`config.mk`:
```
export PLATFORM = sky130hd
export DESIGN_NAME = color_select_ctrl
export DESIGN_NICKNAME = d
export VERILOG_FILES = /design/src/rtl/color_select_ctrl_pkg.sv /design/src/rtl/color_select_ctrl_button_debounce.sv /design/src/rtl/color_select_ctrl.sv
export SDC_FILE = /design/constraint.sdc
export NUM_CORES = 1
export LEC_CHECK = 0
export CAP_MARGIN = 20
export CORE_MARGIN = 2
export CORE_UTILIZATION = 30
export DETAILED_ROUTE_END_ITERATION = 12
export SLEW_MARGIN = 10
export SYNTH_ARGS = -nofsm -noshare
export SYNTH_HDL_FRONTEND = slang
export SYNTH_SLANG_ARGS = --single-unit
```
`constraint.sdc`:
```
create_clock -name CLOCK -period 2.1 [get_ports CLOCK]
set_input_delay 0.42 -clock CLOCK [delete_from_list [all_inputs] [get_ports CLOCK]]
set_output_delay 0.42 -clock CLOCK [all_outputs]
set_load 0.005 [all_outputs]
```
`src/rtl/color_select_ctrl_pkg.sv`:
```
// Shared game definitions: colour width, colour-count limit and controller state encoding.
package color_select_ctrl_pkg;

    localparam int unsigned COLOR_W    = 3;
    localparam int unsigned MAX_COLORS = 8;

    typedef logic [COLOR_W-1:0] color_t;

    typedef enum logic [2:0] {
        ST_IDLE     = 3'd0,
        ST_SEL_REQ  = 3'd1,
        ST_SEL_WAIT = 3'd2,
        ST_NEW_REQ  = 3'd3,
        ST_NEW_WAIT = 3'd4
    } state_t;

    // Clamp the requested colour count to the playable range 2..MAX_COLORS.
    function automatic logic [3:0] effective_colors(input logic [3:0] color_num);
        if (color_num < 4'd2)
            return 4'd2;
        else if (color_num > 4'(MAX_COLORS))
            return 4'(MAX_COLORS);
        else
            return color_num;
    endfunction

endpackage

```
`src/rtl/color_select_ctrl_button_debounce.sv`:
```
// Push-button conditioner: 2-flop synchroniser, stability counter and one-cycle press pulse.
module button_debounce
    import color_select_ctrl_pkg::*;
#(
    parameter int unsigned DEBOUNCE_CYCLES = 250000
) (
    input  logic CLOCK,
    input  logic RESET_N,
    input  logic BTN,
    output logic PRESS
);

    localparam int unsigned CNT_W = (DEBOUNCE_CYCLES > 1) ? $clog2(DEBOUNCE_CYCLES) : 1;
    localparam logic [CNT_W-1:0] CNT_LAST = CNT_W'(DEBOUNCE_CYCLES - 1);

    logic [1:0]       sync_q;
    logic             level_q;
    logic [CNT_W-1:0] cnt_q;
    logic             btn_s;
    logic             accept;

    assign btn_s  = sync_q[1];
    // The new level is taken once it has differed from the accepted level for DEBOUNCE_CYCLES cycles.
    assign accept = (btn_s != level_q) && (cnt_q == CNT_LAST);

    always_ff @(posedge CLOCK or negedge RESET_N) begin
        if (!RESET_N) begin
            sync_q  <= '0;
            level_q <= 1'b0;
            cnt_q   <= '0;
            PRESS   <= 1'b0;
        end else begin
            sync_q <= {sync_q[0], BTN};
            PRESS  <= accept && btn_s;
            if (btn_s == level_q) begin
                cnt_q <= '0;
            end else if (accept) begin
                level_q <= btn_s;
                cnt_q   <= '0;
            end else begin
                cnt_q <= cnt_q + 1'b1;
            end
        end
    end

endmodule

```
`src/rtl/color_select_ctrl.sv`:
```
// Colour-select controller: cursor navigation, colour-change and new-game handshakes, move counting.
module color_select_ctrl
    import color_select_ctrl_pkg::*;
#(
    parameter int unsigned DEBOUNCE_CYCLES = 250000
) (
    input  logic         CLOCK,
    input  logic         RESET_N,
    input  logic         BTN_LEFT,
    input  logic         BTN_RIGHT,
    input  logic         BTN_SELECT,
    input  logic         BTN_NEW,
    input  logic [3:0]   COLOR_NUM,
    input  logic [2:0]   CURRENT_COLOR,
    input  logic         CHANGING_COLOR,
    input  logic         STARTED_GAME,
    input  logic         INITIAL_INIT,
    output logic [2:0]   COLOR_SELECTED,
    output logic         COLOR_SEL_SIG,
    output logic         START_NEW_GAME,
    output logic [2:0]   CURSOR,
    output logic [7:0]   MOVE_COUNT,
    output logic         BUSY
);

    state_t     state_q, state_d;
    logic       left_p, right_p, sel_p, new_p;
    logic [1:0] started_sync_q;
    logic       started;
    color_t     cursor_q, selected_q;
    logic [7:0] moves_q;
    logic [3:0] n_colors;
    color_t     n_last;

    button_debounce #(.DEBOUNCE_CYCLES(DEBOUNCE_CYCLES)) u_db_left   (.CLOCK(CLOCK), .RESET_N(RESET_N), .BTN(BTN_LEFT),   .PRESS(left_p));
    button_debounce #(.DEBOUNCE_CYCLES(DEBOUNCE_CYCLES)) u_db_right  (.CLOCK(CLOCK), .RESET_N(RESET_N), .BTN(BTN_RIGHT),  .PRESS(right_p));
    button_debounce #(.DEBOUNCE_CYCLES(DEBOUNCE_CYCLES)) u_db_select (.CLOCK(CLOCK), .RESET_N(RESET_N), .BTN(BTN_SELECT), .PRESS(sel_p));
    button_debounce #(.DEBOUNCE_CYCLES(DEBOUNCE_CYCLES)) u_db_new    (.CLOCK(CLOCK), .RESET_N(RESET_N), .BTN(BTN_NEW),    .PRESS(new_p));

    assign started  = started_sync_q[1];
    assign n_colors = effective_colors(COLOR_NUM);
    assign n_last   = 3'(n_colors - 4'd1);

    always_ff @(posedge CLOCK or negedge RESET_N) begin
        if (!RESET_N) begin
            state_q        <= ST_IDLE;
            started_sync_q <= '0;
        end else begin
            state_q        <= state_d;
            started_sync_q <= {started_sync_q[0], STARTED_GAME};
        end
    end

    always_comb begin
        state_d = state_q;
        case (state_q)
            ST_IDLE: begin
                if (new_p)
                    state_d = ST_NEW_REQ;
                else if (sel_p && INITIAL_INIT && (cursor_q != CURRENT_COLOR))
                    state_d = ST_SEL_REQ;
            end
            ST_SEL_REQ:  if (CHANGING_COLOR)  state_d = ST_SEL_WAIT;
            ST_SEL_WAIT: if (!CHANGING_COLOR) state_d = ST_IDLE;
            ST_NEW_REQ:  if (started)         state_d = ST_NEW_WAIT;
            ST_NEW_WAIT: if (!started)        state_d = ST_IDLE;
            default:                          state_d = ST_IDLE;
        endcase
    end

    always_comb begin
        COLOR_SEL_SIG  = (state_q == ST_SEL_REQ);
        START_NEW_GAME = (state_q == ST_NEW_REQ);
        BUSY           = (state_q != ST_IDLE);
        COLOR_SELECTED = selected_q;
        CURSOR         = cursor_q;
        MOVE_COUNT     = moves_q;
    end

    always_ff @(posedge CLOCK or negedge RESET_N) begin
        if (!RESET_N) begin
            cursor_q   <= '0;
            moves_q    <= '0;
            selected_q <= '0;
        end else begin
            if (state_q == ST_NEW_REQ && state_d == ST_NEW_WAIT) begin
                cursor_q <= '0;
                moves_q  <= '0;
            end else begin
                // An out-of-range cursor after a colour-count change wins over navigation.
                if ({1'b0, cursor_q} >= n_colors)
                    cursor_q <= '0;
                else if (state_q == ST_IDLE && right_p && !left_p)
                    cursor_q <= (cursor_q == n_last) ? '0 : cursor_q + 3'd1;
                else if (state_q == ST_IDLE && left_p && !right_p)
                    cursor_q <= (cursor_q == '0) ? n_last : cursor_q - 3'd1;
                if (state_q == ST_SEL_WAIT && state_d == ST_IDLE && moves_q != '1)
                    moves_q <= moves_q + 8'd1;
            end
            if (state_q == ST_IDLE && state_d == ST_SEL_REQ)
                selected_q <= cursor_q;
        end
    end

endmodule

```
## After elaboration in Yosys (flattened, before gate mapping)

Cells that the tools add are included.
W data, S select, Z words.

- Input port bits: 16
- Flip-flop bits (word level): 107
- Output and inout port bits: 17
- Word-level logic and storage cells: 112

- Order comparisons: 3
- Eq/ne operators: 21
- Add/subtract/negate cells: 8
- Muxes and demuxes: 25
- Reductions and logical operators: 30
- Bitwise operators: 4

Operators by type and width:

| operator | count |
|---|---|
| $mux W18 | 8 |
| $add A18 B1 Y18 const B | 4 |
| $eq A18 B18 Y1 const B | 4 |
| $mux W3 | 12 |
| $logic_and A1 B1 Y1 | 18 |
| $mux W8 | 2 |
| $pmux W3 S5 | 1 |
| $logic_not A3 Y1 | 3 |
| $add A8 B1 Y8 const B | 1 |
| $mux W4 | 2 |
| $ne A8 B8 Y1 const B | 1 |
| $reduce_and A2 Y1 | 4 |
| $eq A3 B1 Y1 const B | 2 |
| $eq A3 B2 Y1 const B | 2 |
| $eq A3 B3 Y1 const B | 2 |
| $sub A3 B1 Y3 const B | 2 |
| $eq A1 B1 Y1 | 4 |
| $ge A3 B4 Y1 | 1 |
| $gt A4 B4 Y1 const B | 1 |
| $lt A4 B2 Y1 const B | 1 |
| $ne A1 B1 Y1 | 4 |
| $not A1 Y1 | 4 |
| $reduce_bool A4 Y1 | 1 |
| $add A3 B1 Y3 const B | 1 |
| other kinds (5) | 6 |

## Depth between registers and ports, before layout

- Depth after elaboration: 10
- Depth in mapped cells: 9
- Mapped depth without buffers: 9

## Modules after synthesis

A second synthesis with hierarchy kept.

- Cell total of the unflattened synthesis: 543
- Area, all modules: 5,471.5 um^2

By module, submodules not included:

| module | area each (um^2) | seq. area each (um^2) | cells each | times used |
|---|---|---|---|---|
| button_debounce (u_db_left ...) | 1,027.2 | 550.5 | 99 | 3 |
| color_select_ctrl | 1,310.0 | 475.5 | 141 | 1 |
| button_debounce (u_db_right) | 1,079.8 | 550.5 | 105 | 1 |

## Least setup slack after synthesis

No wires, ideal clock.

- Path type: input-to-reg
- Start: input port COLOR_NUM[2]
- End: register cursor_q[0] (netlist: CURSOR[0])
- Library setup time: 77 ps
- Path buffers: 0
- Arrival time: 1,916 ps
- Data required time: 2,023 ps
- Slack: 106 ps
- Stages: 6
- Path through: o211ai_1 -> ha_1 -> xor3_1 -> and3_1 -> or4_1 -> a21oi_1

- Cells in the longest elaborated chain, start to end: 9
- Elaborated cells between the ends (all ways): 14
- Classes of those cells: 1 x add/sub; 3 x order compare; 1 x eq/ne; 8 x mux; 1 x reduce/logical

Ends and longest elaborated chain:

| element | line | text |
|---|---|---|
| start: declaration | color_select_ctrl.sv:13 | `input logic [3:0] COLOR_NUM,` |
| $gt A4 B4 Y1 | color_select_ctrl_pkg.sv:21 | `else if (color_num > 4'(MAX_COLORS))` |
| $mux W4 | color_select_ctrl_pkg.sv:21 |  |
| $mux W4 * | color_select_ctrl_pkg.sv:19 | `if (color_num < 4'd2)` |
| $sub A3 B1 Y3 | color_select_ctrl.sv:42 | `assign n_last = 3'(n_colors - 4'd1);` |
| $eq A3 B3 Y1 / $mux W3 (equally long branches) | color_select_ctrl.sv:94, color_select_ctrl.sv:96 |  |
| $mux W3, on equally long branches | color_select_ctrl.sv:94, color_select_ctrl.sv:95 |  |
| $mux W3 | color_select_ctrl.sv:93 | `else if (state_q == ST_IDLE && right_p && !left_p)` |
| $mux W3 | color_select_ctrl.sv:91 | `if ({1'b0, cursor_q} >= n_colors)` |
| $mux W3 | color_select_ctrl.sv:86 | `if (state_q == ST_NEW_REQ && state_d == ST_NEW_WAIT) begin` |
| end signal: assignment | color_select_ctrl.sv:94 | `cursor_q <= (cursor_q == n_last) ? '0 : cursor_q + 3'd1;` |
| end signal: assignment | color_select_ctrl.sv:96 | `cursor_q <= (cursor_q == '0) ? n_last : cursor_q - 3'd1;` |
| end: declaration | color_select_ctrl.sv:30 | `color_t cursor_q, selected_q;` |

Every way passes the cells marked *; elsewhere a longest branch is shown, timed or not. The select of a mux whose other input is x is not followed.
A chain may end at the register's enable or synchronous reset.

## Worst setup path after layout

- Start: register state_q[0]
- End: register moves_q[2] (netlist: MOVE_COUNT[2])

- Cells in the longest elaborated chain, start to end: 7
- Elaborated cells between the ends (all ways): 19
- Classes of those cells: 5 x eq/ne; 8 x mux; 6 x reduce/logical

Ends and longest elaborated chain:

| element | line | text |
|---|---|---|
| start: declaration | color_select_ctrl.sv:26 | `state_t state_q, state_d;` |
| start signal: assignment | color_select_ctrl.sv:49 | `state_q <= state_d;` |
| $mux W3 | color_select_ctrl.sv:60 | `else if (sel_p && INITIAL_INIT && (cursor_q != CURRENT_COLOR))` |
| $mux W3 | color_select_ctrl.sv:58 | `if (new_p)` |
| $pmux W3 S5 | color_select_ctrl.sv:56 | `case (state_q)` |
| $logic_not A3 Y1 | color_select_ctrl.sv:97 | `if (state_q == ST_SEL_WAIT && state_d == ST_IDLE && moves_q != '1)` |
| $logic_and A1 B1 Y1 (2 in a row) | color_select_ctrl.sv:97 |  |
| $reduce_bool A2 Y1 (no line) | -- |  |
| end signal: assignment | color_select_ctrl.sv:98 | `moves_q <= moves_q + 8'd1;` |
| end: declaration | color_select_ctrl.sv:31 | `logic [7:0] moves_q;` |

Several ways; a longest one is shown, not always the timed one.

==> flow_summary.toml <==
[run_status]
status = "completed"

[hold_path]
min_path_type = "in2async"

[logic_synthesis]
synth_nets = 538
synth.lib_cells_used.distinct = 48
avgSynthCellArea_um2 = 10.2
synthesis.instances = 510
synth_async_sr_flop_share = 1.00
count_of_flip_flops_with_a_built_in_enable_after_synthesis = 0
yosys_warnings = 0
yosys_most_used_dff = "sky130_fd_sc_hd__dfrtp_1"
seq_area_frac_synth = 0.515
syn_area_um2 = 5200
ys_ff_latch = 107

[clock_network]
cts_hold_buffers = 0
clkLatencyLatePin_ns = 0.35
cts_max_path_buffers = 2
tritoncts_num_sinks = 107
path_clk_slew_ns = 0.08
cts-buffers-inserted = 9
clk_root_buffer_cell = "sky130_fd_sc_hd__clkbuf_16"
htreeDepth = 3
cts_tree = "done"

[setup_path]
worstPathRequired_ns = 2.31
worstSetupEndpointType = "flop"
crit_top_cell = "sky130_fd_sc_hd__buf_4"
worst-r2r-setup-slack_ns = 0.11
slowest_stage = "sky130_fd_sc_hd__or4b_1"
worstPathCellList = "buf_4 > or4b_1 > a31oi_4 > buf_4 > nand2_1 > xor2_1 > nor2_1"
worstReg2RegStart = "state_q[0]"
rr_endpoint = "MOVE_COUNT[2]"
cp_num_buf_inv = 2
critPathTopFamily = "simple AND/OR/NAND/NOR gates"
critical_path_arrival_ns = 2.21
reg2regPathDepth = 7
critical_path.max_stage_delay_ns = 0.56
timing.setup.critical_path_class = "reg2reg"
crit_path_start_kind = "flop"
worstPathMaxFanout = 5
crit_start = "state_q[0]"

[pwr]
power.clock.fraction = 0.411
power_mw = 4.09
power.leakage_nw = 2.80
power_report.internal_total_mw = 3.17
share_comb_of_total_power = 0.066
power_density_nw_per_um2 = 643
sequentialPowerShare = 0.523
power.share.switching = 0.225
net-switching-power_uw = 922
vdd_ir_drop_max_mv = 0.346

[placed_design]
numPortBuffers = 32
placed_cell_area_um2 = 5970
globalplace.congestion = 0.820
hpwlAfterDp_mm = 7.19
dp_worst_setup_slack_ns = -0.526
place.detailed.instances = 783

[sta]
clock_skew_ns = 0.00913
fin_setup_tns_ns = 0
maxClockFrequency_ghz = 0.502
period_share = 0.949
finalHoldViolations = 0
final-setup-viol-count = 0
fin_hold_ws_ns = 0.0165
rsz0062_at_grt = "no"
timing_max_transition_violations_final = 0
max-slew-margin-rel = 0.659
setup_ws_ns = 0.106
post-route-min-period_ns = 1.99
worstMarginPinSlew_ns = 0.506

[finish]
fillerInstances = 1692
finish.instance_area_um2 = 6360
stdcell_count = 804
post_route_cells_drive_above_1_share = 0.123
finalCoreUtilization = 0.372
synthesis_to_finish_area_growth_pct = 22.4
fin_nets = 602
antennaDiodeCount = 0

[detailed_routing]
ant_nets = 0
vias_per_cell = 4.67
average_wire_length_per_cell_after_detail_routing_um = 12.8
detailedRoute.firstIterationViolations = 216
via_count = 3752
routed_wl_mm = 10.3
drtPass1Iterations = 6
drc_markers = 0

[global_route]
grt_usage = 0.121
wire_length_of_the_first_global_routing_pass_mm = 18.1
global_route_total_overflow = 0
first_global_vias = 3803
antenna_found_initial = 0
maximum_number_of_pins_on_one_net_before_global_route_repair = 45

[job]
max_cap_violations = 0

[floorplanning]
floorplan.die.width_um = 136
fp.dieArea_um2 = 18400
floorplan.core_area_um2 = 17100
start_util = 0.304
boundary_pin_count = 33
die_y_um = 136
placement_rows = 48
-- power by group through the flow --
stage	Combinational, mW	Clock, mW	Sequential, mW
after global placement	0.254	0	2.18
after detailed placement	0.260	0	2.18
after CTS	0.267	1.75	2.14
final	0.269	1.68	2.14
after floorplan	0.105	0	2.17
after global routing	0.302	1.81	2.15
-- sequential cells by signal, summed over array words and instances, names as in the netlist, 2 cells and up --
register / count
u_db_left.cnt_q: 18
u_db_new.cnt_q: 18
u_db_right.cnt_q: 18
u_db_select.cnt_q: 18
MOVE_COUNT: 8
COLOR_SELECTED: 3
CURSOR: 3
state_q: 3
started_sync_q: 2
u_db_left.sync_q: 2
u_db_new.sync_q: 2
u_db_right.sync_q: 2
u_db_select.sync_q: 2
-- layout make-up --
class,instances,area [um2],share of cell area
Inverter,18,67.6,0.0106
Tap cell,225,282,0.0443
Clock inverter,5,60.1,0.00944
Clock buffer,11,233,0.0366
Sequential cell,107,2680,0.421
Timing Repair Buffer,63,579,0.0911
Multi-Input combinational cell,375,2460,0.387
-- repair_timing --
action / CTS / global route
pin swaps: 3 / 8
setup buffers: 3 / 2
gates resized for setup: 11 / 14
setup endpoints to repair: 5 / 6
-- cells by family after synthesis --
logic type               synth area share
AND/OR/NAND/NOR                     0.241
XOR/XNOR                            0.143
flip-flops                          0.515
adder cells (fa/ha/maj)            0.0289
buffers and inverters              0.0217
multiplexers                       0.0171
AO/OA/AOI/OAI                      0.0339
-- routing by layer --
metal / vias to the layer above / GRT usage / part of all wire
li1: 1848 / - / -
met1: 1826 / 0.161 / 0.49
met2: 64 / 0.194 / 0.45
met3: 14 / 0.0198 / 0.034
met4: 0 / 0.0561 / 0.025
met5: - / 0 / 0
-- cells in the mapped netlist (6+ instances only) --
library cell / n / area share
sky130_fd_sc_hd__nor2_1: 95 / 0.069
sky130_fd_sc_hd__inv_1: 17 / 0.012
sky130_fd_sc_hd__and3_1: 13 / 0.016
sky130_fd_sc_hd__dfrtp_1: 107 / 0.52
sky130_fd_sc_hd__nand4_1: 17 / 0.020
sky130_fd_sc_hd__nand2_1: 33 / 0.024
sky130_fd_sc_hd__xnor2_1: 33 / 0.056
sky130_fd_sc_hd__mux2_2: 6 / 0.013
sky130_fd_sc_hd__xor2_1: 49 / 0.083
sky130_fd_sc_hd__nand3_1: 26 / 0.025
sky130_fd_sc_hd__ha_1: 12 / 0.029
sky130_fd_sc_hd__nor3b_1: 6 / 0.0087
sky130_fd_sc_hd__nor4_1: 11 / 0.013
sky130_fd_sc_hd__clkbuf_1: 9 / 0.0065
sky130_fd_sc_hd__nand2b_1: 6 / 0.0072
sky130_fd_sc_hd__nor3_1: 10 / 0.0096
-- worst max path at each step --
stage,endpoint,slack (ns),cells after the start
global placement,CURSOR[0],-0.43,8
floorplan,CURSOR[0],0.11,6
CTS,CURSOR[0],0.002,8
global route,MOVE_COUNT[2],0.01,7
detailed placement,CURSOR[0],-0.53,8
finish,MOVE_COUNT[2],0.11,7
-- layout by cell type (no fill, tap or decap), drive strengths merged, types with 6 or more instances in the layout --
| cell type | count |
|---|---|
| nor4 | 11 |
| buf | 32 |
| clkdlybuf4s50 | 25 |
| and3 | 13 |
| nand3 | 26 |
| clkbuf | 13 |
| nor3 | 11 |
| dfrtp | 107 |
| o21ai | 7 |
| nor3b | 7 |
| nand2b | 6 |
| xor2 | 49 |
| nand4 | 17 |
| nor2 | 95 |
| nand2 | 33 |
| ha | 12 |
| xnor2 | 33 |
| inv | 20 |
| mux2 | 7 |
-- worst reg2reg max path, stage by stage, from the launching register on --
cell and delay (ns):
sky130_fd_sc_hd__dfrtp_2 0.46, sky130_fd_sc_hd__buf_4 0.17, sky130_fd_sc_hd__or4b_1 0.56, sky130_fd_sc_hd__a31oi_4 0.23
sky130_fd_sc_hd__buf_4 0.17, sky130_fd_sc_hd__nand2_1 0.07, sky130_fd_sc_hd__xor2_1 0.14, sky130_fd_sc_hd__nor2_1 0.06
No activity file was read; power rests on OpenSTA's default activity.
